## config.mk

```make
export PLATFORM = sky130hd
export DESIGN_NAME = ndma_chan_sched_flat
export DESIGN_NICKNAME = d
export VERILOG_FILES = /design/src/rtl/ndma_chan_sched_pkg.sv /design/src/rtl/ndma_chan_sched_if.sv /design/src/rtl/ndma_rr_arb.sv /design/src/rtl/ndma_chan_sched.sv /design/src/flat_wrapper.sv
export SDC_FILE = /design/constraint.sdc
export NUM_CORES = 1
export LEC_CHECK = 0
export CORE_AREA = 2 2 144 146
export DETAILED_ROUTE_END_ITERATION = 16
export DIE_AREA = 0 0 146 148
export HOLD_SLACK_MARGIN = 0.12
export PLACE_DENSITY = 0.69
export SYNTH_ARGS = -nofsm -noshare
export SYNTH_HDL_FRONTEND = slang
export SYNTH_SLANG_ARGS = --single-unit
```

## constraint.sdc

```tcl
create_clock -name clk_i -period 5.5 [get_ports clk_i]
set_input_delay 0.55 -clock clk_i [delete_from_list [all_inputs] [get_ports clk_i]]
set_output_delay 0.55 -clock clk_i [all_outputs]
set_load 0.02 [all_outputs]
```

## src/rtl/ndma_chan_sched_pkg.sv

```systemverilog
// Shared types and constants for the NDMA channel scheduler: FSM state
// encoding, DMA configuration register map and small state helpers.
package ndma_pkg;

  typedef enum logic [2:0] {
    ST_IDLE   = 3'd0,
    ST_ARB    = 3'd1,
    ST_WR_SRC = 3'd2,
    ST_WR_DST = 3'd3,
    ST_WR_LEN = 3'd4,
    ST_WR_GO  = 3'd5,
    ST_BUSY   = 3'd6,
    ST_DONE   = 3'd7
  } ndma_state_e;

  // DMA configuration register map (byte offsets)
  localparam logic [31:0] CFG_OFF_SRC  = 32'h0000_0000;
  localparam logic [31:0] CFG_OFF_DST  = 32'h0000_0004;
  localparam logic [31:0] CFG_OFF_LEN  = 32'h0000_0008;
  localparam logic [31:0] CFG_OFF_GO   = 32'h0000_000C;
  localparam logic [31:0] CFG_GO_VALUE = 32'h0000_0001;

  // True for the four states that each perform one configuration write
  function automatic logic is_wr_state(ndma_state_e s);
    return (s == ST_WR_SRC) || (s == ST_WR_DST) ||
           (s == ST_WR_LEN) || (s == ST_WR_GO);
  endfunction

  // Register offset targeted by a write state
  function automatic logic [31:0] cfg_offset(ndma_state_e s);
    case (s)
      ST_WR_SRC: return CFG_OFF_SRC;
      ST_WR_DST: return CFG_OFF_DST;
      ST_WR_LEN: return CFG_OFF_LEN;
      ST_WR_GO:  return CFG_OFF_GO;
      default:   return 32'h0;
    endcase
  endfunction

  // Successor of a write state once its write has completed
  function automatic ndma_state_e next_wr_state(ndma_state_e s);
    case (s)
      ST_WR_SRC: return ST_WR_DST;
      ST_WR_DST: return ST_WR_LEN;
      ST_WR_LEN: return ST_WR_GO;
      ST_WR_GO:  return ST_BUSY;
      default:   return ST_IDLE;
    endcase
  endfunction

endpackage

```

## src/rtl/ndma_chan_sched_if.sv

```systemverilog
// Manager/subordinate bundle for the DMA configuration write port.
// req/we/addr/wdata travel manager->subordinate, gnt/rvalid come back.
interface ndma_chan_sched_if;

  logic        req;
  logic        we;
  logic [31:0] addr;
  logic [31:0] wdata;
  logic        gnt;
  logic        rvalid;

  modport master (
    output req,
    output we,
    output addr,
    output wdata,
    input  gnt,
    input  rvalid
  );

  modport slave (
    input  req,
    input  we,
    input  addr,
    input  wdata,
    output gnt,
    output rvalid
  );

endinterface

```

## src/rtl/ndma_rr_arb.sv

```systemverilog
// Combinational round-robin arbiter: grants the lowest requesting index
// at or above ptr_i, wrapping to the lowest requesting index overall.
module ndma_rr_arb #(
  parameter int NumCh = 4
) (
  input  logic [NumCh-1:0]         req_i,
  input  logic [$clog2(NumCh)-1:0] ptr_i,
  output logic [NumCh-1:0]         gnt_o
);

  localparam int PtrW = $clog2(NumCh);

  logic [NumCh-1:0] mask;
  logic [NumCh-1:0] req_hi;
  logic [NumCh-1:0] gnt_hi;
  logic [NumCh-1:0] gnt_all;

  // Mask keeps only channels at or above the round-robin pointer
  for (genvar gi = 0; gi < NumCh; gi++) begin : g_mask
    assign mask[gi] = (PtrW'(gi) >= ptr_i);
  end

  assign req_hi = req_i & mask;

  // Isolate lowest set bit (x & -x) of the masked and unmasked vectors
  assign gnt_hi  = req_hi & (~req_hi + NumCh'(1));
  assign gnt_all = req_i  & (~req_i  + NumCh'(1));

  assign gnt_o = (|req_hi) ? gnt_hi : gnt_all;

endmodule

```

## src/rtl/ndma_chan_sched.sv

```systemverilog
// NDMA channel scheduler: round-robin picks a requesting channel, programs
// the DMA through four configuration writes, then waits for a done edge
// or a watchdog timeout and reports the outcome to that channel.
module ndma_chan_sched
  import ndma_pkg::*;
#(
  parameter int NumCh         = 4,
  parameter int LenWidth      = 8,
  parameter int TimeoutCycles = 4096
) (
  input  logic                          clk_i,
  input  logic                          rst_ni,
  input  logic [NumCh-1:0]              ch_req_i,
  input  logic [NumCh-1:0][31:0]        ch_src_i,
  input  logic [NumCh-1:0][31:0]        ch_dst_i,
  input  logic [NumCh-1:0][LenWidth-1:0] ch_len_i,
  output logic [NumCh-1:0]              ch_gnt_o,
  output logic [NumCh-1:0]              ch_done_o,
  output logic [NumCh-1:0]              ch_err_o,
  ndma_chan_sched_if.master             cfg,
  input  logic                          dma_done_i,
  output logic                          busy_o
);

  localparam int PtrW = $clog2(NumCh);
  localparam int WdW  = $clog2(TimeoutCycles);

  ndma_state_e         state_reg, state_next;
  // 0: request phase (req high until gnt), 1: waiting for rvalid
  logic                wr_phase_reg, wr_phase_next;

  logic [PtrW-1:0]     rr_ptr_reg;
  logic [PtrW-1:0]     ch_idx_reg;
  logic [WdW-1:0]      wdog_reg;
  logic [31:0]         src_reg;
  logic [31:0]         dst_reg;
  logic [LenWidth-1:0] len_reg;
  logic                dma_done_reg;

  logic [NumCh-1:0]    arb_gnt;
  logic [PtrW-1:0]     win_idx;
  logic [31:0]         win_src;
  logic [31:0]         win_dst;
  logic [LenWidth-1:0] win_len;
  logic                done_edge;
  logic                wdog_expired;

  ndma_rr_arb #(
    .NumCh (NumCh)
  ) u_rr_arb (
    .req_i (ch_req_i),
    .ptr_i (rr_ptr_reg),
    .gnt_o (arb_gnt)
  );

  // Decode the one-hot winner into an index and its descriptor
  always_comb begin
    win_idx = '0;
    win_src = '0;
    win_dst = '0;
    win_len = '0;
    for (int i = 0; i < NumCh; i++) begin
      if (arb_gnt[i]) begin
        win_idx = PtrW'(i);
        win_src = ch_src_i[i];
        win_dst = ch_dst_i[i];
        win_len = ch_len_i[i];
      end
    end
  end

  // Only a low->high transition counts; a level already high is ignored
  assign done_edge    = dma_done_i & ~dma_done_reg;
  assign wdog_expired = (wdog_reg == WdW'(TimeoutCycles - 1));

  // State register
  always_ff @(posedge clk_i or negedge rst_ni) begin
    if (!rst_ni) begin
      state_reg    <= ST_IDLE;
      wr_phase_reg <= 1'b0;
    end else begin
      state_reg    <= state_next;
      wr_phase_reg <= wr_phase_next;
    end
  end

  // Descriptor capture, round-robin pointer, watchdog and done history
  always_ff @(posedge clk_i or negedge rst_ni) begin
    if (!rst_ni) begin
      rr_ptr_reg   <= '0;
      ch_idx_reg   <= '0;
      src_reg      <= '0;
      dst_reg      <= '0;
      len_reg      <= '0;
      wdog_reg     <= '0;
      dma_done_reg <= 1'b0;
    end else begin
      dma_done_reg <= dma_done_i;
      if (state_reg == ST_ARB && |arb_gnt) begin
        ch_idx_reg <= win_idx;
        src_reg    <= win_src;
        dst_reg    <= win_dst;
        len_reg    <= win_len;
        rr_ptr_reg <= (win_idx == PtrW'(NumCh - 1)) ? '0 : win_idx + PtrW'(1);
      end
      // Counts only while staying in BUSY, so it is zero on entry and
      // never wraps: it leaves BUSY as soon as it reaches the limit.
      if (state_reg == ST_BUSY && state_next == ST_BUSY) begin
        wdog_reg <= wdog_reg + WdW'(1);
      end else begin
        wdog_reg <= '0;
      end
    end
  end

  // Next-state logic
  always_comb begin
    state_next    = state_reg;
    wr_phase_next = wr_phase_reg;
    case (state_reg)
      ST_IDLE: begin
        if (|ch_req_i) state_next = ST_ARB;
      end
      ST_ARB: begin
        if (|arb_gnt) begin
          state_next = (win_len == '0) ? ST_DONE : ST_WR_SRC;
        end else begin
          state_next = ST_IDLE;
        end
      end
      ST_WR_SRC, ST_WR_DST, ST_WR_LEN, ST_WR_GO: begin
        if (!wr_phase_reg) begin
          if (cfg.gnt) wr_phase_next = 1'b1;
        end else if (cfg.rvalid) begin
          wr_phase_next = 1'b0;
          state_next    = next_wr_state(state_reg);
        end
      end
      ST_BUSY: begin
        // Done has priority over a timeout in the same cycle
        if (done_edge) begin
          state_next = ST_DONE;
        end else if (wdog_expired) begin
          state_next = ST_IDLE;
        end
      end
      ST_DONE: begin
        state_next = ST_IDLE;
      end
      default: begin
        state_next = ST_IDLE;
      end
    endcase
  end

  // Outputs decoded from the current state
  always_comb begin
    cfg.req   = 1'b0;
    cfg.we    = 1'b0;
    cfg.addr  = '0;
    cfg.wdata = '0;
    ch_gnt_o  = '0;
    busy_o    = (state_reg != ST_IDLE);
    if (is_wr_state(state_reg)) begin
      // addr/wdata depend only on registered state, so they stay put
      // for the whole request phase regardless of gnt timing
      cfg.req  = ~wr_phase_reg;
      cfg.we   = ~wr_phase_reg;
      cfg.addr = cfg_offset(state_reg);
      case (state_reg)
        ST_WR_SRC: cfg.wdata = src_reg;
        ST_WR_DST: cfg.wdata = dst_reg;
        ST_WR_LEN: cfg.wdata = 32'(len_reg);
        default:   cfg.wdata = CFG_GO_VALUE;
      endcase
    end
    if (state_reg == ST_ARB) begin
      ch_gnt_o = arb_gnt;
    end
  end

  // Per-channel completion and timeout pulses for the captured channel
  for (genvar gi = 0; gi < NumCh; gi++) begin : g_ch_out
    assign ch_done_o[gi] = (state_reg == ST_DONE) && (ch_idx_reg == PtrW'(gi));
    assign ch_err_o[gi]  = (state_reg == ST_BUSY) && !done_edge && wdog_expired &&
                           (ch_idx_reg == PtrW'(gi));
  end

endmodule

```

## src/flat_wrapper.sv

```systemverilog
// flat-port wrapper written by rule: the top's interface ports become plain ports
module ndma_chan_sched_flat import ndma_pkg::*;
#(
  parameter int NumCh         = 4,
  parameter int LenWidth      = 8,
  parameter int TimeoutCycles = 4096
)
  (clk_i, rst_ni, ch_req_i, ch_src_i, ch_dst_i, ch_len_i, ch_gnt_o, ch_done_o, ch_err_o, dma_done_i, busy_o, cfg_req, cfg_we, cfg_addr, cfg_wdata, cfg_gnt, cfg_rvalid);
  ndma_chan_sched_if cfg_i ();
  input  logic clk_i;
  input  logic rst_ni;
  input  logic [NumCh-1:0] ch_req_i;
  input  logic [NumCh-1:0][31:0] ch_src_i;
  input  logic [NumCh-1:0][31:0] ch_dst_i;
  input  logic [NumCh-1:0][LenWidth-1:0] ch_len_i;
  output logic [NumCh-1:0] ch_gnt_o;
  output logic [NumCh-1:0] ch_done_o;
  output logic [NumCh-1:0] ch_err_o;
  input  logic dma_done_i;
  output logic busy_o;
  output wire logic [$bits(cfg_i.req)-1:0] cfg_req;
  output wire logic [$bits(cfg_i.we)-1:0] cfg_we;
  output wire logic [$bits(cfg_i.addr)-1:0] cfg_addr;
  output wire logic [$bits(cfg_i.wdata)-1:0] cfg_wdata;
  input wire logic [$bits(cfg_i.gnt)-1:0] cfg_gnt;
  input wire logic [$bits(cfg_i.rvalid)-1:0] cfg_rvalid;
  assign cfg_req = cfg_i.req;
  assign cfg_we = cfg_i.we;
  assign cfg_addr = cfg_i.addr;
  assign cfg_wdata = cfg_i.wdata;
  assign cfg_i.gnt = cfg_gnt;
  assign cfg_i.rvalid = cfg_rvalid;
  ndma_chan_sched #(.NumCh(NumCh), .LenWidth(LenWidth), .TimeoutCycles(TimeoutCycles)) u_core (.clk_i(clk_i), .rst_ni(rst_ni), .ch_req_i(ch_req_i), .ch_src_i(ch_src_i), .ch_dst_i(ch_dst_i), .ch_len_i(ch_len_i), .ch_gnt_o(ch_gnt_o), .ch_done_o(ch_done_o), .ch_err_o(ch_err_o), .cfg(cfg_i), .dma_done_i(dma_done_i), .busy_o(busy_o));
endmodule
```

== Word-level counts from Yosys, hierarchy flattened ==
Cells that the tools add are included.

* Bits of input ports: 297
* Flip-flop bits (word level): 93
* Word-level logic and storage cells: 98

* Magnitude comparators: 4
* $add $sub $neg: 4
* Bitwise operators: 8
* Mux-type cells: 36
* Eq/ne operators: 13
* Reductions and logical operators: 24

{| class="wikitable"
|+ Operator list
! operator !! count
|-
| $mux W32 || 10
|-
| $pmux W32 S3 || 1
|-
| $mux W8 || 4
|-
| $mux W3 || 7
|-
| $reduce_or A4 Y1 || 4
|-
| $eq A3 B3 Y1 const B || 5
|-
| $pmux W3 S5 || 1
|-
| $add A12 B1 Y12 const B || 1
|-
| $and A4 B4 Y4 || 3
|-
| $eq A12 B12 Y1 const B || 1
|-
| $logic_and A1 B1 Y1 || 12
|-
| $mux W12 || 1
|-
| $pmux W3 S4 || 1
|-
| $pmux W4 S3 || 1
|-
| $add A4 B1 Y4 const B || 2
|-
| $logic_not A8 Y1 || 1
|-
| $mux W4 || 2
|-
| $not A4 Y4 || 2
|-
| $eq A2 B2 Y1 const B || 3
|-
| $eq A3 B2 Y1 const B || 2
|-
| $mux W2 || 3
|-
| $mux W1 || 5
|-
| $ge A1 B2 Y1 const A || 2
|-
| $ge A2 B2 Y1 const A || 2
|-
| 10 further kinds || 13
|}

== Longest topological paths before layout ==
* Depth in word-level cells: 17
* Depth in mapped cells: 10
* Depth with buffers taken out: 8

== Hierarchy ==
A second synthesis with hierarchy kept.

* Cell total of the unflattened synthesis: 878
* Area, all modules: 6837.8 µm²

{| class="wikitable"
|+ Modules (own cells, without submodules)
! module !! area each (µm²) !! times used !! cells each
|-
| ndma_chan_sched || 6727.7 || 1 || 859
|-
| ndma_rr_arb || 110.1 || 1 || 19
|}

== Least setup slack after synthesis ==
No wires, ideal clock.

* Path type: register -> output
* Start point: register u_core.state_reg[1]
* End point: output cfg_wdata[10]
* Slack: 3.022 ns
* Path buffers: 3
* Arrival: 1.928 ns
* Stages on the path, launching flop included: 9
* Path through: dfrtp_1 -> clkbuf_1 -> inv_2 -> ha_1 -> buf_2 -> inv_1 -> o21ai_0 -> clkbuf_1 -> nor2_1

* Cells in the longest elaborated chain, start to end: 5
* Elaborated cells between the ends (all ways): 9
* Those cells by class: eq/ne: 4; mux: 2; reduce/logical: 3

{| class="wikitable"
|+ RTL lines
! element !! line !! RTL
|-
| from (decl) || ndma_chan_sched.sv:28 || <nowiki>ndma_state_e state_reg, state_next;</nowiki>
|-
| from (signal assigned) || ndma_chan_sched.sv:82 || <nowiki>state_reg <= state_next;</nowiki>
|-
| $eq A3 B2 Y1 || ndma_chan_sched_pkg.sv:25, ndma_chan_sched.sv:170 ||
|-
| $logic_or A1 B1 Y1 (2 in a row) || ndma_chan_sched_pkg.sv:25 || <nowiki>return (s == ST_WR_SRC) || (s == ST_WR_DST) ||</nowiki>
|-
| $logic_or A1 B1 Y1 || ndma_chan_sched_pkg.sv:26 || <nowiki>(s == ST_WR_LEN) || (s == ST_WR_GO);</nowiki>
|-
| $mux W32 * || ndma_chan_sched.sv:164 || <nowiki>if (is_wr_state(state_reg)) begin</nowiki>
|-
| to (decl) || flat_wrapper.sv:24 || <nowiki>output wire logic [$bits(cfg_i.wdata)-1:0] cfg_wdata;</nowiki>
|}

Mark *: on every way between the ends. The rest lies on a longest branch, timed or not.

== Worst setup path in the final report ==
* Start point: register u_core.state_reg[0]
* End point: output cfg_wdata[30]

Same word-level chain as after synthesis.

==> impl_metrics.json <==
{
  "viasPerCell": 5.32,
  "ys_seq_area_share_pct": 39.4,
  "fin_util_pct": 48.8,
  "drcViolationCount": 0,
  "rows": 52,
  "h-tree-depth": 3,
  "clk_latency_ns": 0.34,
  "synth_cell_types": 53,
  "async_flop_share_pct": 100,
  "cts.sinks": 93,
  "cp-start-kind": "flip-flop",
  "p_leak_nw": 3.62,
  "synth_area_per_cell_sq_um": 8.28,
  "syn_area_sq_um": 5910,
  "cts_buffers": 9,
  "final_common_cell": "clkdlybuf4s50_1",
  "setup_tns_ns": 0,
  "vdd_drop_max_uv": 239,
  "dp_hpwl_um": 17800,
  "hold_class": "flip-flop to flip-flop",
  "status": "finished, final reports clean",
  "ys_ff_latch": 93,
  "path_clk_slew_ns": 0.07,
  "required_ns": 4.95,
  "nets": 1317,
  "io_pins": 376,
  "cp_max_fo": 32,
  "vias": 6870,
  "routabilityCongestion": 0.878,
  "period_share_pct": 67.4,
  "synth_cells": 714,
  "mostFrequentLayoutCells": "clkdlybuf4s50_1, nor2_1, dfrtp_1",
  "path_class": "flip-flop to output port",
  "fin_skew_ns": 0.00698,
  "grt_pass1_vias": 6819,
  "wirelength_um": 24500,
  "layout_setup_ws_ns": 1.79,
  "comb_power_share_pct": 51.4,
  "p_per_area_nw_per_um2": 416,
  "root_buffer": "clkbuf_16",
  "cts_tree": "done",
  "postCtsSetupBuffers": 0,
  "antenna_found_initial": 2,
  "p_seq_share_pct": 30.8,
  "initial_utilization_pct": 29.5,
  "critPathCaptureType": "output port",
  "sw_frac_of_total_pct": 43.0,
  "syn2layout_area_growth_pct": 65.5,
  "final_layout_size_suffix_gt1_share_pct": 3.73,
  "relSlewSlack_pct": 34.3,
  "min_period_ns": 3.71,
  "clk_path_buf_depth": 2,
  "synth_edf_count": 0,
  "fillerInstances": 1979,
  "grt_max_degree": 75,
  "yosys_warnings": 0,
  "core_sq_um": 20000,
  "multiInputGateArea_sq_um": 3220,
  "area.sequential_sq_um": 2330,
  "drt_iter0_markers": 593,
  "grt_usage_pct": 22.0,
  "grt_overflow": 0,
  "postRouteAntennaNets": 0,
  "finalSetupViolCount": 0,
  "place_ws_ns": 1.73,
  "tightest_slew_ns": 0.985,
  "wl_per_cell_um": 18.9,
  "intPower_mw": 2.32,
  "p_sw_mw": 1.75,
  "rsz0062_at_grt": "no",
  "die_w_um": 146,
  "die-area_sq_um": 21600,
  "slew_violations": 0,
  "hold_violations": 0,
  "arrival_ns": 3.16,
  "synth_flop_cell": "dfrtp_1",
  "fmaxAchievable_mhz": 270,
  "drv_cap": 0,
  "die_y_um": 148,
  "power.total_mw": 4.07,
  "grt_pass1_wl_um": 37400,
  "p_clk_share_pct": 17.9,
  "port_buffers": 345,
  "dr.pass1.iters": 7
}
## layer usage
metal | wire, um | GRT usage [%]
met2 | 12200 | 38.3
met5 | 11 | 0
met3 | 1940 | 6.30
met4 | 654 | 7.28
met1 | 9650 | 26.2
## power by group through the flow
stage / combinational (mW) / clock, mW / sequential (mW)
after floorplan: 1.47 / 0 / 1.14
after global placement: 2.07 / 0 / 1.25
after detailed placement: 2.11 / 0 / 1.26
after CTS: 2.11 / 0.751 / 1.25
after global routing: 2.32 / 0.779 / 1.29
final: 2.09 / 0.728 / 1.25
## cells by family (layout without fill, tap and decap cells)
logic type      Yosys count  count (layout)  synth area share [%]
compound gates          222             222                  29.3
xor+xnor                 11              11                  1.63
fa+ha+maj                 5               5                  1.06
buf+inv                 102             379                  8.89
flops                    93              93                  39.4
other cells               1              31                0.0634
simple gates            280             280                  19.6
## final timing paths
path / from / to / slack, ns / depth (start not counted)
hold reg to reg: u_core.wdog_reg[0] / u_core.wdog_reg[0] / 0.54 / 1
min in group asynchronous: rst_ni / u_core.wr_phase_reg / 0.66 / 2
max in group asynchronous: rst_ni / u_core.dst_reg[20] / 3.62 / 3
setup / recovery: u_core.state_reg[0] / cfg_wdata[30] / 1.79 / 6
hold / removal: u_core.wdog_reg[0] / u_core.wdog_reg[0] / 0.54 / 1
setup reg to reg: u_core.state_reg[0] / u_core.len_reg[1] / 2.47 / 6
## critical path: stages (launching register included)
cell and delay [ns]:
dfrtp_1 0.74, inv_1 0.24, nor3_2 0.28, buf_4 0.45, a22oi_1 0.20, nor2_1 0.22, clkdlybuf4s50_1 0.67
## metrics by stage
stage / instances / cell area (sq um) / hold WS [ns]
after floorplan: 743 / 6020 / 0.254
after global placement: 1273 / 9430 / 0.471
after detailed placement: 1273 / 9430 / 0.479
after CTS: 1290 / 9780 / 0.545
after global routing: 1291 / 9780 / 0.570
final: 1291 / 9780 / 0.544
## cell type report
type                       instances  share of cell area [%]
timing repair buffer             353                    35.9
antenna                            1                  0.0256
tap                              270                    3.45
sequential                        93                    23.8
clock inverter                     6                    1.14
clock buffer                      10                    2.34
inverter                          10                   0.384
multi-input combinational        548                    32.9
## cell usage after synthesis, types with 6 or more instances
cell type	count	area share, %
nor2_1	147	9.3
nand3_1	6	0.51
inv_1	8	0.51
nand2_1	91	5.8
buf_2	9	0.76
a222oi_1	67	11
a22oi_1	31	3.9
o31ai_1	7	0.89
buf_4	31	3.9
xor2_1	7	1.0
clkbuf_1	45	2.9
a21oi_1	11	0.93
a31oi_1	70	7.4
nor3_1	7	0.59
nor2b_1	6	0.64
dfrtp_1	93	39
## timing repair
item,CTS,global route
hold endpoints to repair,24,0
setup endpoints to repair,0,0
gates resized for setup,0,0
hold buffers,1,0
(Power assumes the default switching activity.)
